<file path="config.mk">
export PLATFORM = sky130hd
export DESIGN_NAME = mux_2x1_arbiter
export DESIGN_NICKNAME = d
export VERILOG_FILES = /design/src/rtl/mux_2x1_arbiter.sv
export SDC_FILE = /design/constraint.sdc
export NUM_CORES = 1
export LEC_CHECK = 0
export CORE_AREA = 2 2 39 41
export DETAILED_ROUTE_END_ITERATION = 7
export DIE_AREA = 0 0 41 43
export DONT_BUFFER_PORTS = 1
export PLACE_DENSITY_LB_ADDON = 0.12
export SLEW_MARGIN = 15
export SYNTH_ARGS = -nofsm -noshare
export SYNTH_HDL_FRONTEND = slang
export SYNTH_HIERARCHICAL = 1
export SYNTH_SLANG_ARGS = --single-unit
</file>
<file path="constraint.sdc">
create_clock -name clk -period 3.9 [get_ports clk]
set_input_delay 0.585 -clock clk [delete_from_list [all_inputs] [get_ports clk]]
set_output_delay 0.585 -clock clk [all_outputs]
set_load 0.05 [all_outputs]
</file>
<file path="src/rtl/mux_2x1_arbiter.sv">
// mux_2x1_2bit: 2-bit, 2-input selection cell.
//   in_0, in_1 : 2-bit data inputs
//   select     : 0 picks in_0, 1 picks in_1
//   out        : selected 2-bit word
//
// mux_2x1_arbiter: round-robin arbiter and sequencer for the shared mux.
// It picks which requester drives the mux select line, captures the mux output
// into an output register, and hands that word downstream with valid/ready.
//   clk, reset             : clock; asynchronous active-high reset
//   req0/data0, req1/data1 : requests with 2-bit payloads, held until granted
//   gnt0, gnt1             : combinational grants, high in the capture cycle
//   selector               : current mux select (0 = data0, 1 = data1)
//   out_valid, out_data    : registered output word and its valid flag
//   out_ready              : consumer accepts out_data when out_valid is high
//   xfer_count             : registered count of delivered words, wraps to 0

module mux_2x1_2bit #(
    parameter int PwrC = 0
) (
    input  logic [1:0] in_0,
    input  logic [1:0] in_1,
    input  logic       select,
    output logic [1:0] out
);

    // The power-cost annotation has no functional effect.
    logic unused_pwrc;
    assign unused_pwrc = (PwrC != 0);

    assign out = select ? in_1 : in_0;

endmodule

module mux_2x1_arbiter #(
    parameter int          PwrC  = 0,
    parameter int unsigned CNT_W = 8
) (
    input  logic             clk,
    input  logic             reset,
    input  logic             req0,
    input  logic [1:0]       data0,
    input  logic             req1,
    input  logic [1:0]       data1,
    output logic             gnt0,
    output logic             gnt1,
    output logic             selector,
    output logic             out_valid,
    output logic [1:0]       out_data,
    input  logic             out_ready,
    output logic [CNT_W-1:0] xfer_count
);

    logic             last_q, last_d;
    logic             out_valid_q, out_valid_d;
    logic [1:0]       out_data_q, out_data_d;
    logic [CNT_W-1:0] cnt_q, cnt_d;

    logic       sel;
    logic       cap;
    logic       deliver;
    logic [1:0] mux_out;

    mux_2x1_2bit #(
        .PwrC(PwrC)
    ) u_mux (
        .in_0  (data0),
        .in_1  (data1),
        .select(sel),
        .out   (mux_out)
    );

    always_comb begin
        sel = last_q;
        if (reset) begin
            // Keep the select line parked on requester 1 while in reset.
            sel = 1'b1;
        end else begin
            unique case ({req1, req0})
                2'b01:   sel = 1'b0;
                2'b10:   sel = 1'b1;
                2'b11:   sel = ~last_q;
                default: sel = last_q;
            endcase
        end
    end

    assign deliver = out_valid_q & out_ready;
    // Capture into an empty register, or into one being drained this cycle.
    assign cap     = ~reset & (req0 | req1) & (~out_valid_q | out_ready);

    always_comb begin
        last_d      = last_q;
        out_valid_d = out_valid_q;
        out_data_d  = out_data_q;
        cnt_d       = cnt_q;
        if (cap) begin
            out_data_d  = mux_out;
            out_valid_d = 1'b1;
            last_d      = sel;
        end else if (deliver) begin
            out_valid_d = 1'b0;
        end
        if (deliver) begin
            cnt_d = cnt_q + 1'b1;
        end
    end

    always_ff @(posedge clk or posedge reset) begin
        if (reset) begin
            last_q      <= 1'b1;
            out_valid_q <= 1'b0;
            out_data_q  <= 2'b00;
            cnt_q       <= '0;
        end else begin
            last_q      <= last_d;
            out_valid_q <= out_valid_d;
            out_data_q  <= out_data_d;
            cnt_q       <= cnt_d;
        end
    end

    assign selector   = sel;
    assign gnt0       = cap & ~sel;
    assign gnt1       = cap & sel;
    assign out_valid  = out_valid_q;
    assign out_data   = out_data_q;
    assign xfer_count = cnt_q;

endmodule

</file>
==> run metrics <==
GRT met1 Usage=between 10% and 20%; Final #Nets=63; number of fillers in the final layout=134; post-route cell area=~660 µm²; final setup vio count=0; max-slew violations=0; Worst Max-Slew Pin Slew=0.6109 ns; IO buf count=0; status=complete, no violations; M3 GR Usage=5.236%; Peak VDD IR=311.7 µV; Max-Cap Viols=0; routability cong.=between 0.6 and 0.7; LEAKAGE=0.0002931 µW; Hold Path Class=in2async; ys async rst share=100.0%; Critical Path Slowest Stage Cell=dfrtp_1; placed cells=64; Final Util=47.38%; Syn Std Cell Area=between 500 and 600 µm²; final wirelength=1071 µm; syn avg cell area=12.59 µm²; vias per cell=~5.3; Pwr Density=801.2 mW/mm²; Multi-input gate area=approximately 280 µm²; delay-heaviest family, CP=simple AND/OR/NAND/NOR gates; synthesis-stage register bit count=12; initial cell density of the core=41.86%; DRC=0; latest clock arrival within the worst-skew pair=between 0.2 and 0.3 ns; H-tree levels=1; Global Route Usage Sum=14.63%; gr ovfl total=0; first-pass GRT wire length=1725 µm; wire length per cell=15.75 µm; drt initial violations=0; Crit. End Element=primary output; Max Fclk=0.4219 GHz; buffers and inverters on the worst path=0; Rel. slew slack=between 50 and 60%; internal power=between 200 and 300 µW; RSZ-0062 raised after global routing=false; CTS clk-pin slew, worst paths=0.07 ns; Startpoint Class=flip-flop; Tcrit/Tclk final=60.77%; Post-synth EDFFs=0; Final Hold Viols=0; routed vias=between 300 and 400; clock sink count=12; share of the yosys chip area belonging to registers=52.05%; Longest Clk Path Bufs=2; DIE WIDTH=between 40 and 50 µm; total negative slack=0 ns; post-synth top area share=47.52%; Post-CTS Setup Inserts=0; area of the core=around 0.0014 mm²; ratio of cells with drive above 1 in the final layout=30.77%; Req. time, crit path=3.31 ns; vias in the first global route=about 410; count leader, synth=dfrtp_1; Switching Share=roughly half; CP max stage delay=0.60 ns; Post-CTS Resized=0; # hold bufs at CTS=0; area grow syn2layout=13.17%; # IOs=23; sequential power share=64.4%; Period minus WS final=2.370 ns; die area=between 0.0015 and 0.002 mm²; Gate power share=17.9%; Worst Path Arrival=between 1.5 and 2 ns; placed cell area=just over 600 µm²; Syn. warnings=6; Setup Skew=0.001116 ns; ys flop type=dfrtp_1; area leader, netlist=dfrtp_1; syn nets=56; register area=301.5 µm²; ANT nets after route=0; global routing's busiest layer=met2; worst hold slack=0.2208 ns; Site Rows=14; Cells after Synth=46; CTS tree=yes; fin cells=68; Crit Path Max Fanout=6; count of different cell masters after synthesis=19; Post-synth top cells=dfrtp_1, xnor2_1; DRT Pass-1 Iters=1; Synth area leaders=dfrtp_1, xnor2_1, mux2_4; critical-path cell list=nand2b_1 > nor2b_4 > and2_1; antenna violations before repair=0; CTS Buf Count=3; Die H=43 µm; clock root buffer=clkbuf_4; n_diodes=0; GRT met2 Usage=24.38%; Clock power frac=17.8%; Psw=approximately 260 µW; Setup Crit Path Kind=reg2out; pin count of the biggest net entering global routing=14
metrics by stage:
step	setup WS (ns)	power, µW
after floorplan	0.6184	405.2
after global placement	1.665	425.7
after detailed placement	1.625	437.8
after CTS	1.507	532.6
after global routing	1.466	561.2
final	1.530	525.3
registers in the layout, summed over array words and instances, names as in the netlist:
| name | cells |
|---|---|
| out_data | 2 |
| xfer_count | 8 |
| last_q | 1 |
| out_valid | 1 |
cell type report:
class	instances	share of cell area [%]
sequential	12	45.99
timing repair buffer	2	2.290
inverter	1	0.5725
multi-input combinational	33	42.56
tap	16	3.053
clock buffer	4	5.534
placed cells by master (no fill, tap or decap), types with 2 or more instances in the layout:
master	instances
and2_1	2
xnor2_1	7
mux2_2	3
nand4_1	3
dfrtp_1	11
buf_4	2
nand3_1	2
mux2_4	3
nand2_1	3
clkbuf_4	3
and3_1	2
worst register-to-register path, stage by stage (launching register included):
cell and delay (ns):
dfstp_2 0.55, nor2_1 0.05, o21ai_1 0.10, buf_4 0.25, mux2_2 0.36, mux2_4 0.25
power by group through the flow:
stage                     logic (µW)  registers, µW  clock network [µW]
after global placement          88.8            337                   0
after CTS                       95.5            339                97.7
after global routing             107            346                 109
after floorplan                 78.7            327                   0
after detailed placement        95.6            342                   0
final                           93.8            338                93.4
logic make-up (layout without fill, tap and decap cells):
| family | after synthesis | after routing | synth area share (%) |
|---|---|---|---|
| muxes | 6 | 6 | 13.61 |
| and+or+nand+nor | 17 | 17 | 18.14 |
| adders and majority gates | 1 | 1 | 2.159 |
| DFF | 12 | 12 | 52.05 |
| xor gates and xnor gates | 7 | 7 | 10.58 |
| AOI/OAI and AO/OA | 2 | 2 | 2.807 |
| buffers and inverters | 1 | 7 | 0.6473 |
routing by layer:
layer  up-vias  share of wire [%]
met4         0                  0
met3         0                8.7
met5         -                  0
met1       168                 39
li1        176                  -
met2        17                 52
worst paths after layout:
check                          start            end  slack [ns]  depth (start not counted)
max                        out_valid           gnt1        1.53                          3
min                            reset      out_valid        0.22                          1
max reg2reg                   last_q    out_data[1]        2.22                          5
min reg2reg                   last_q         last_q        0.65                          1
max in group asynchronous      reset         last_q        3.33                          1
min in group clk           out_ready  xfer_count[2]        0.50                          2
Power figures use the tool's default switching activity.
